<file path="src/rtl/jtag_pkg.sv">
// Shared TAP definitions: state encoding, DR selection codes, default opcodes and
// the 1149.1 next-state function used by both the RTL and the formal harness.
package jtag_pkg;

    typedef enum logic [3:0] {
        EXIT2_DR   = 4'h0,
        EXIT1_DR   = 4'h1,
        SHIFT_DR   = 4'h2,
        PAUSE_DR   = 4'h3,
        SELECT_IR  = 4'h4,
        UPDATE_DR  = 4'h5,
        CAPTURE_DR = 4'h6,
        SELECT_DR  = 4'h7,
        EXIT2_IR   = 4'h8,
        EXIT1_IR   = 4'h9,
        SHIFT_IR   = 4'hA,
        PAUSE_IR   = 4'hB,
        RUN_IDLE   = 4'hC,
        UPDATE_IR  = 4'hD,
        CAPTURE_IR = 4'hE,
        TEST_RESET = 4'hF
    } tap_state_t;

    typedef enum logic [1:0] {
        DR_BYPASS = 2'd0,
        DR_IDCODE = 2'd1,
        DR_USER   = 2'd2
    } dr_sel_t;

    localparam int          DEFAULT_IR_WIDTH   = 4;
    localparam int          DEFAULT_USER_WIDTH = 8;
    localparam int          DEFAULT_OP_IDCODE  = 1;
    localparam int          DEFAULT_OP_USER    = 2;
    localparam int          IDCODE_WIDTH       = 32;
    localparam logic [31:0] DEFAULT_IDCODE     = 32'h0000_FAF1;

    function automatic tap_state_t next_state(input tap_state_t state, input logic tms);
        tap_state_t nxt;
        case (state)
            TEST_RESET: nxt = tms ? TEST_RESET : RUN_IDLE;
            RUN_IDLE:   nxt = tms ? SELECT_DR  : RUN_IDLE;
            SELECT_DR:  nxt = tms ? SELECT_IR  : CAPTURE_DR;
            CAPTURE_DR: nxt = tms ? EXIT1_DR   : SHIFT_DR;
            SHIFT_DR:   nxt = tms ? EXIT1_DR   : SHIFT_DR;
            EXIT1_DR:   nxt = tms ? UPDATE_DR  : PAUSE_DR;
            PAUSE_DR:   nxt = tms ? EXIT2_DR   : PAUSE_DR;
            EXIT2_DR:   nxt = tms ? UPDATE_DR  : SHIFT_DR;
            UPDATE_DR:  nxt = tms ? SELECT_DR  : RUN_IDLE;
            SELECT_IR:  nxt = tms ? TEST_RESET : CAPTURE_IR;
            CAPTURE_IR: nxt = tms ? EXIT1_IR   : SHIFT_IR;
            SHIFT_IR:   nxt = tms ? EXIT1_IR   : SHIFT_IR;
            EXIT1_IR:   nxt = tms ? UPDATE_IR  : PAUSE_IR;
            PAUSE_IR:   nxt = tms ? EXIT2_IR   : PAUSE_IR;
            EXIT2_IR:   nxt = tms ? UPDATE_IR  : SHIFT_IR;
            UPDATE_IR:  nxt = tms ? SELECT_DR  : RUN_IDLE;
            default:    nxt = TEST_RESET;
        endcase
        return nxt;
    endfunction

endpackage

</file>
<file path="src/rtl/jtag_tap_fsm.sv">
// TAP state machine: state register plus one-hot decodes of the states whose
// actions the controller performs on the edge that leaves them.
//
//   state       | meaning
//   ------------+----------------------------------------------
//   TEST_RESET  | test logic reset, IR forced to IDCODE
//   RUN_IDLE    | idle between scans
//   SELECT_DR   | branch point: DR scan or on to SELECT_IR
//   CAPTURE_DR  | parallel load of the selected DR
//   SHIFT_DR    | selected DR shifts tdi -> tdo
//   EXIT1_DR    | leave shift, go to pause or update
//   PAUSE_DR    | hold DR contents mid-scan
//   EXIT2_DR    | resume shifting or go to update
//   UPDATE_DR   | latch DR into its parallel output
//   SELECT_IR   | branch point: IR scan or back to reset
//   CAPTURE_IR  | load 2'b01 pattern into IR shift register
//   SHIFT_IR    | IR shift register shifts tdi -> tdo
//   EXIT1_IR    | leave shift, go to pause or update
//   PAUSE_IR    | hold IR shift contents mid-scan
//   EXIT2_IR    | resume shifting or go to update
//   UPDATE_IR   | IR shift register becomes the instruction
module jtag_tap_fsm
    import jtag_pkg::*;
(
    input  logic       tck,
    input  logic       trst,
    input  logic       tms,
    output logic [3:0] state,
    output logic       is_capture_dr,
    output logic       is_shift_dr,
    output logic       is_update_dr,
    output logic       is_capture_ir,
    output logic       is_shift_ir,
    output logic       is_update_ir,
    output logic       is_tlr
);

    tap_state_t state_q;
    tap_state_t state_d;

    always_ff @(posedge tck or posedge trst) begin
        if (trst) begin
            state_q <= TEST_RESET;
        end else begin
            state_q <= state_d;
        end
    end

    always_comb begin
        state_d       = next_state(state_q, tms);
        is_capture_dr = 1'b0;
        is_shift_dr   = 1'b0;
        is_update_dr  = 1'b0;
        is_capture_ir = 1'b0;
        is_shift_ir   = 1'b0;
        is_update_ir  = 1'b0;
        is_tlr        = 1'b0;
        case (state_q)
            CAPTURE_DR: is_capture_dr = 1'b1;
            SHIFT_DR:   is_shift_dr   = 1'b1;
            UPDATE_DR:  is_update_dr  = 1'b1;
            CAPTURE_IR: is_capture_ir = 1'b1;
            SHIFT_IR:   is_shift_ir   = 1'b1;
            UPDATE_IR:  is_update_ir  = 1'b1;
            TEST_RESET: is_tlr        = 1'b1;
            default:    ;
        endcase
    end

    assign state = state_q;

endmodule

</file>
<file path="src/rtl/jtag_tap_ctrl.sv">
// TAP controller top: instruction register, IDCODE/BYPASS/USER data registers,
// the TDO mux and the USER capture/update port toward on-chip debug logic.
module jtag_tap_ctrl
    import jtag_pkg::*;
#(
    parameter int                    IR_WIDTH     = DEFAULT_IR_WIDTH,
    parameter logic [31:0]           IDCODE_VALUE = DEFAULT_IDCODE,
    parameter int                    USER_WIDTH   = DEFAULT_USER_WIDTH,
    parameter logic [IR_WIDTH-1:0]   OP_IDCODE    = IR_WIDTH'(DEFAULT_OP_IDCODE),
    parameter logic [IR_WIDTH-1:0]   OP_USER      = IR_WIDTH'(DEFAULT_OP_USER)
) (
    input  logic                  tck,
    input  logic                  trst,
    input  logic                  tms,
    input  logic                  tdi,
    output logic                  tdo,
    output logic                  tdo_en,
    output logic                  in_reset,
    output logic [3:0]            tap_state,
    output logic [IR_WIDTH-1:0]   ir_value,
    input  logic [USER_WIDTH-1:0] user_capture_data,
    output logic [USER_WIDTH-1:0] user_update_data,
    output logic                  user_update
);

    localparam logic [IR_WIDTH-1:0] IR_CAPTURE = IR_WIDTH'(1);

    logic is_capture_dr;
    logic is_shift_dr;
    logic is_update_dr;
    logic is_capture_ir;
    logic is_shift_ir;
    logic is_update_ir;
    logic is_tlr;

    jtag_tap_fsm u_fsm (
        .tck           (tck),
        .trst          (trst),
        .tms           (tms),
        .state         (tap_state),
        .is_capture_dr (is_capture_dr),
        .is_shift_dr   (is_shift_dr),
        .is_update_dr  (is_update_dr),
        .is_capture_ir (is_capture_ir),
        .is_shift_ir   (is_shift_ir),
        .is_update_ir  (is_update_ir),
        .is_tlr        (is_tlr)
    );

    logic [IR_WIDTH-1:0]     ir_sr;
    logic [IR_WIDTH-1:0]     ir_q;
    logic [IDCODE_WIDTH-1:0] idcode_sr;
    logic [USER_WIDTH-1:0]   user_sr;
    logic [USER_WIDTH-1:0]   user_sr_shifted;
    logic                    bypass_sr;
    dr_sel_t                 dr_sel;

    // Instruction register: shift stage plus the live instruction.
    always_ff @(posedge tck or posedge trst) begin
        if (trst) begin
            ir_sr <= '0;
            ir_q  <= OP_IDCODE;
        end else begin
            if (is_capture_ir) begin
                ir_sr <= IR_CAPTURE;
            end else if (is_shift_ir) begin
                ir_sr <= {tdi, ir_sr[IR_WIDTH-1:1]};
            end
            if (is_tlr) begin
                ir_q <= OP_IDCODE;
            end else if (is_update_ir) begin
                ir_q <= ir_sr;
            end
        end
    end

    // An all-ones OP_USER would collide with the mandatory BYPASS opcode; BYPASS wins.
    always_comb begin
        dr_sel = DR_BYPASS;
        if (ir_q == OP_IDCODE) begin
            dr_sel = DR_IDCODE;
        end else if ((ir_q == OP_USER) && (ir_q != '1)) begin
            dr_sel = DR_USER;
        end
    end

    // Written as a loop so a 1-bit USER register needs no special case.
    always_comb begin
        user_sr_shifted = '0;
        for (int i = 0; i < USER_WIDTH - 1; i++) begin
            user_sr_shifted[i] = user_sr[i+1];
        end
        user_sr_shifted[USER_WIDTH-1] = tdi;
    end

    always_ff @(posedge tck or posedge trst) begin
        if (trst) begin
            idcode_sr <= '0;
            user_sr   <= '0;
            bypass_sr <= 1'b0;
        end else if (is_capture_dr) begin
            case (dr_sel)
                DR_IDCODE: idcode_sr <= IDCODE_VALUE;
                DR_USER:   user_sr   <= user_capture_data;
                default:   bypass_sr <= 1'b0;
            endcase
        end else if (is_shift_dr) begin
            case (dr_sel)
                DR_IDCODE: idcode_sr <= {tdi, idcode_sr[IDCODE_WIDTH-1:1]};
                DR_USER:   user_sr   <= user_sr_shifted;
                default:   bypass_sr <= tdi;
            endcase
        end
    end

    always_ff @(posedge tck or posedge trst) begin
        if (trst) begin
            user_update_data <= '0;
            user_update      <= 1'b0;
        end else begin
            user_update <= 1'b0;
            if (is_update_dr && (dr_sel == DR_USER)) begin
                user_update_data <= user_sr;
                user_update      <= 1'b1;
            end
        end
    end

    always_comb begin
        tdo = 1'b0;
        if (is_shift_ir) begin
            tdo = ir_sr[0];
        end else if (is_shift_dr) begin
            case (dr_sel)
                DR_IDCODE: tdo = idcode_sr[0];
                DR_USER:   tdo = user_sr[0];
                default:   tdo = bypass_sr;
            endcase
        end
    end

    assign tdo_en   = is_shift_dr | is_shift_ir;
    assign in_reset = is_tlr;
    assign ir_value = ir_q;

endmodule

</file>
<file path="config.mk">
export PLATFORM = sky130hd
export DESIGN_NAME = jtag_tap_ctrl
export DESIGN_NICKNAME = d
export VERILOG_FILES = /design/src/rtl/jtag_pkg.sv /design/src/rtl/jtag_tap_fsm.sv /design/src/rtl/jtag_tap_ctrl.sv
export SDC_FILE = /design/constraint.sdc
export NUM_CORES = 1
export LEC_CHECK = 0
export CAP_MARGIN = 5
export CORE_MARGIN = 4
export CORE_UTILIZATION = 45
export CTS_CLUSTER_DIAMETER = 80
export CTS_CLUSTER_SIZE = 28
export DETAILED_ROUTE_END_ITERATION = 12
export PLACE_DENSITY = 0.72
export SLEW_MARGIN = 20
export SYNTH_ARGS = -nofsm -noshare
export SYNTH_HDL_FRONTEND = slang
export SYNTH_SLANG_ARGS = --single-unit
</file>
<file path="constraint.sdc">
create_clock -name tck -period 2 [get_ports tck]
set_input_delay 0.4 -clock tck [delete_from_list [all_inputs] [get_ports tck]]
set_output_delay 0.4 -clock tck [all_outputs]
set_load 0.1 [all_outputs]
</file>
==> results_dict.tcl, run 1 <==
set metrics [dict create \
    grt_max_degree 63 \
    endpoint_kind "primary output" \
    cts-root-to-sink-buffers 2 \
    rows 29 \
    ys_ff_latch 62 \
    synth_top_area_cell "dfrtp_1" \
    area.growth.synth_to_final_pct 32.5 \
    clk_latency_ns 0.34 \
    diodes 0 \
    crit_fanout 2 \
    drt_iter0_drc 46 \
    fp.dieW_um 89.3 \
    relSlewSlack_pct 74.1 \
    yosysSeqAreaShare_pct 52.4 \
    hold_buffers 0 \
    wl_per_cell_um 14.6 \
    grt_remaining_overflow 0 \
    ys_types 37 \
    min_period_ns 2.22 \
    wirelength_mm 5.70 \
    hpwl_mm 3.44 \
    yosysTopAreaCellShare_pct 48.0 \
    worstSetupPathType "flop to primary output" \
    cts_buffers 9 \
    status "finished, violations left" \
    syn-cell-area_um2 2970 \
    die_y_um 89.3 \
    syn-instance-count 257 \
    clk_root_buffer_cell "clkbuf_8" \
    fin_skew_ns 0.00723 \
    first_global_vias 2003 \
    die_area_um2 7970 \
    min_path_type "primary input to async pin" \
    hold_violations 0 \
    synth_commonest_cells "57 x dfrtp_1, 27 x nor2b_1, 23 x inv_1" \
    rsz0062_at_grt "true" \
    max-vdd-ir-drop_mv 1.46 \
    dr.pass1.iters 4 \
    cap_viol_max_count 0 \
    ys_warn_count 0 \
    drive_gt1_share_pct 35.1 \
    critPathArrivalTime_ns 1.82 \
    ys_top_cells_by_area "dfrtp_1 48%, mux2_4 9.6%, mux2i_1 6.4%, nor2b_1 5.7%, mux2_2 4.5%" \
    p_leak_nw 1.96 \
    fill_cells 489 \
    ant_nets 0 \
    power-per-cell-area_nw_per_um2 1640 \
    critPathLaunchType "flop" \
    finalSetupViolCount 31 \
    synth_edf_count 0 \
    ios 32 \
    drv_slew 0 \
    synth_ff_type "dfrtp_1" \
    hold_ws_ns 0.441 \
    num_vias 1949 \
    cts.htree.levels 3 \
    start_util_pct 46.6 \
    gp_congestion 0.775 \
    cts_tree "yes" \
    preCtsSetupSlack_ns 0.00107 \
    crit_required_ns 1.60 \
    synthMostInstantiatedCell "dfrtp_1" \
    antenna_found_initial 0 \
    worst_pin_slew_ns 0.383 \
    grt_pass1_wl_mm 9.67 \
    core_um2 6390 \
    fmax_mhz 450 \
    viasPerCell 5.00 \
    drc 0 \
    violations "negative setup slack" \
    syn_avg_cell_area_um2 11.6 \
    fin_ws_ns -0.223 \
    synthArstFlopShare_pct 100 \
    syn-num-nets 269 \
    grtUsageTotal_pct 16.2 \
    fin_nets 320 \
    cts.sinks 62 \
    path_clk_slew_ns 0.07 \
    min_period_over_period_pct 111 \
    port-buffer-count 31 \
]
[critical path, stage by stage, from the launching register on]
cell	delay, ns
dfstp_4	0.47
or3_4	0.36
a2111o_1	0.35
o221ai_4	0.10
buf_12	0.20
[flip-flops by register name (all words and copies together), names as in the netlist]
signal / cells
ir_value: 4
u_fsm.state: 4
idcode_sr: 32
user_update_data: 8
user_update: 1
ir_sr: 4
bypass_sr: 1
user_sr: 8
[layer usage]
| layer | vias to the layer above | GRT usage, % | part of all wire [%] |
|---|---|---|---|
| met2 | 32 | 23.3 | 47 |
| met5 | - | 0 | 0 |
| met3 | 11 | 3.87 | 3.1 |
| li1 | 959 | - | - |
| met4 | 0 | 9.34 | 2.4 |
| met1 | 947 | 22.3 | 47 |
[cells in the final DEF (no fill, tap or decap), types with 3 or more instances in the layout]
cell	instances
dfrtp_1	54
nor2b_1	27
buf_4	27
inv_1	21
mux2i_1	19
mux2_4	19
nand2_1	17
nor2_1	16
mux2_2	12
clkdlybuf4s50_1	11
buf_12	11
o21ai_0	9
clkbuf_8	9
a31oi_1	7
nand2b_1	4
dfstp_4	4
clkinvlp_4	3
nand3b_1	3
bufinv_16	3
dfrtp_2	3
buf_6	3
[kinds of logic after synthesis]
group / share of synthesized area, %
buffers and inverters: 6.31
XOR/XNOR: 0.295
AO/OA/AOI/OAI: 5.60
multiplexers: 20.5
AND/OR/NAND/NOR: 14.9
flip-flops: 52.4
[path summary, 6_finish.rpt]
kind | start | to | slack, ns | cells past startpoint
min in group tck | idcode_sr[20] | idcode_sr[20] | 0.51 | 1
worst max register to register | u_fsm.state[3] | idcode_sr[29] | -0.19 | 5
worst max-delay path | u_fsm.state[3] | tdo | -0.22 | 4
worst min-delay path | trst | idcode_sr[23] | 0.44 | 3
max in group asynchronous | trst | ir_value[0] | 1.24 | 3
worst min register to register | idcode_sr[20] | idcode_sr[20] | 0.51 | 1
[through the flow]
stage / cells / setup TNS, ns / utilization [%] / total power [mW] / instance area, um^2
2_1_floorplan: 257 / -5.97 / - / 4.22 / 3080
3_3_place_gp: 362 / 0 / 55.3 / 4.89 / 3530
3_5_place_dp: 362 / 0 / 55.3 / 4.95 / 3530
4_1_cts: 389 / -4.38 / 61.3 / 6.48 / 3920
5_1_grt: 390 / -5.88 / 61.7 / 6.82 / 3940
6_report: 390 / -4.72 / 61.7 / 6.46 / 3940
[timing repair]
| action | CTS | global route |
|---|---|---|
| resized for setup | 6 | 0 |
| cloned | 2 | 1 |
| endpoints found under the setup margin | 22 | 34 |
| setup buffers | 9 | 0 |
| pin swaps | 3 | 0 |
[where the power goes]
part | internal [mW] | switching, mW | total (mW)
registers | 1.71 | 0.291 | 2.00
clock network | 0.831 | 0.526 | 1.36
logic | 1.15 | 1.95 | 3.11
total | 3.69 | 2.77 | 6.46
[final cells by class]
class | count | area (um^2) | area share [%]
well taps | 77 | 96.3 | 2.44
clock buffers | 9 | 124 | 3.14
clock inverters | 7 | 123 | 3.11
repair buffers | 55 | 647 | 16.4
flip-flops and latches | 62 | 1580 | 40.0
multi-input cells | 157 | 1280 | 32.6
inverters | 23 | 90.1 | 2.29
No activity file was read; power rests on OpenSTA's default activity.
==> run 2, diff against run 1 <==
Settings changed: GPL_TIMING_DRIVEN from default to 0, TNS_END_PERCENT from default to 1.
==> run 2 against run 1 <==
The run still ends with negative setup slack left. Maximum frequency fell by 2.2%. Sequential power barely moved. Clock power fell by 9.6%. Flip-flop and latch count did not move. Setup slack got worse by 0.050 ns. Critical path depth rose by 1. Critical path type unchanged. Largest cell class unchanged.
==> results_dict.tcl, run 2 (same netlist as run 1, synthesis figures left out) <==
set metrics [dict create \
    status "finished, violations left" \
    violations "negative setup slack" \
    cts.htree.levels 3 \
    largest_reg_flops 32 \
    tns_ns -3.84 \
    grtUsageMet1_pct 22.3 \
    clk_root_buffer_cell "clkbuf_8" \
    hold_buffers 0 \
    fp.dieW_um 89.3 \
    hpwl_mm 3.70 \
    crit_required_ns 1.60 \
    fin_nets 317 \
    cts_buffers 9 \
    slowest_stage "dfstp_4" \
    min_path_type "primary input to async pin" \
    worst_pin_slew_ns 0.962 \
    regMostFlops "idcode_sr" \
    crit_chain "clkbuf_8 > buf_8 > a2111o_1 > o221ai_4 > buf_12" \
    cts-root-to-sink-buffers 2 \
    worstSetupPathType "flop to primary output" \
    min_period_ns 2.27 \
    first_global_vias 2086 \
    area.growth.synth_to_final_pct 27.2 \
    rows 29 \
    fmax_mhz 440 \
    power-per-cell-area_nw_per_um2 1600 \
    grtUsageMet3_pct 4.52 \
    placed_cells 366 \
    num_vias 1972 \
    seqPwrFrac_pct 32.5 \
    p_sw_mw 2.70 \
    grt_pass1_wl_mm 9.85 \
    gr-max-usage-layer "met2" \
    cts.sinks 62 \
    start_util_pct 46.6 \
    drc 0 \
    drt_iter0_drc 75 \
    relSlewSlack_pct 36.1 \
    regToRegSetupSlack_ns -0.18 \
    path_clk_slew_ns 0.07 \
    viasPerCell 5.10 \
    dr.pass1.iters 4 \
    grt_remaining_overflow 0 \
    drive_gt1_share_pct 30.0 \
    ant_nets 0 \
    grtUsageTotal_pct 16.3 \
    place_area_um2 3480 \
    die_y_um 89.3 \
    diodes 0 \
    reg.largest.list "idcode_sr x32, user_sr x8, user_update_data x8" \
    final_cells 387 \
    grt_max_degree 39 \
    critPathLaunchType "flop" \
    final_cell_mix "54 x dfrtp_1, 26 x nor2b_1, 22 x inv_1" \
    cap_viol_max_count 0 \
    core_um2 6390 \
    die_area_um2 7970 \
    worstReg2RegEnd "idcode_sr[23]" \
    reg2regPathDepth 6 \
    pwr-share-clk_pct 20.3 \
    endpoint_kind "primary output" \
    ios 32 \
    gp_congestion 0.831 \
    critPathMaxStageDelay_ns 0.47 \
    critPathArrivalTime_ns 1.87 \
    port-buffer-count 31 \
    rsz0062_at_grt "true" \
    grt_use_met2_pct 24.2 \
    power_switching_share_pct 44.6 \
    min_period_over_period_pct 114 \
    antenna_found_initial 0 \
    fin_area_um2 3780 \
    clk_latency_ns 0.34 \
    wirelength_mm 5.67 \
    fin_ws_ns -0.273 \
    hold_violations 0 \
    r2r-start "u_fsm.state[3]" \
    drv_slew 0 \
    p_leak_nw 1.89 \
    max-vdd-ir-drop_mv 1.24 \
    p_int_mw 3.36 \
    finalSetupViolCount 24 \
    wl_per_cell_um 14.7 \
    cts_tree "yes" \
    layout_commonest_cell "dfrtp_1" \
    crit_fanout 10 \
    fin_skew_ns 0.00768 \
    post-route-util_pct 59.2 \
    combPwrFrac_pct 47.2 \
]
==> run 2: cell types whose count changed in the layout (fill, tap and decap cells not counted), sizes merged <==
cell           previous run  this run
bufinv                    3         2
dlygate4sd2               0         6
clkbuf                   10        19
inv                      22        23
clkinvlp                  3         2
clkdlybuf4s15             0         9
buf                      43        17
==> run 2: per-layer routing <==
| metal | up-vias | part of all wire [%] |
|---|---|---|
| li1 | 959 | - |
| met1 | 963 | 49 |
| met2 | 38 | 45 |
| met3 | 12 | 3.8 |
| met4 | 0 | 2.0 |
| met5 | - | 0 |
==> run 2: layout make-up <==
cell class              count  area (um^2)
multi-input cells         157         1270
clock buffers              10          138
well taps                  77         96.3
repair buffers             37          384
fillers                   527         2600
clock inverters             6         85.1
inverters                  23         88.8
plain buffers              15          145
flip-flops and latches     62         1570
==> run 2: how the worst max path moves through the flow <==
stage,from,endpoint,slack [ns],depth (start not counted)
floorplan,u_fsm.state[1],tdo,-0.31,3
global placement,trst,ir_value[3],-1.23,2
detailed placement,u_fsm.state[3],tdo,-1.12,5
CTS,ir_value[3],tdo,-0.33,4
global route,ir_value[2],tdo,-0.33,4
finish,u_fsm.state[2],tdo,-0.27,5
==> run 2: worst max-delay path: cells and delay by family, from the launching register on <==
kind                   cells  cell delay, ns
DFF                        1            0.47
AOI/OAI and AO/OA          2            0.54
buffers and inverters      3            0.50
==> run 2: power groups by stage <==
stage          clock network, mW  registers, mW  logic, mW
3_5_place_dp                   0           1.99       2.80
2_1_floorplan                  0           2.86       1.31
5_1_grt                     1.32           2.03       3.07
6_report                    1.23           1.97       2.86
4_1_cts                     1.26           1.97       2.85
3_3_place_gp                   0           1.99       2.75
==> run 2: through the flow <==
stage	power (mW)	hold slack, ns	setup WS, ns
after detailed placement	4.80	0.486	-1.12
after floorplan	4.17	0.473	-0.313
final	6.07	0.368	-0.273
after global routing	6.42	0.381	-0.329
after CTS	6.09	0.368	-0.331
after global placement	4.74	0.483	-1.23
==> run 2: what timing repair did <==
action / CTS / global route
pin swaps: 3 / 1
setup buffers: 3 / 2
resized for setup: 65 / 10
setup endpoints to repair: 47 / 47
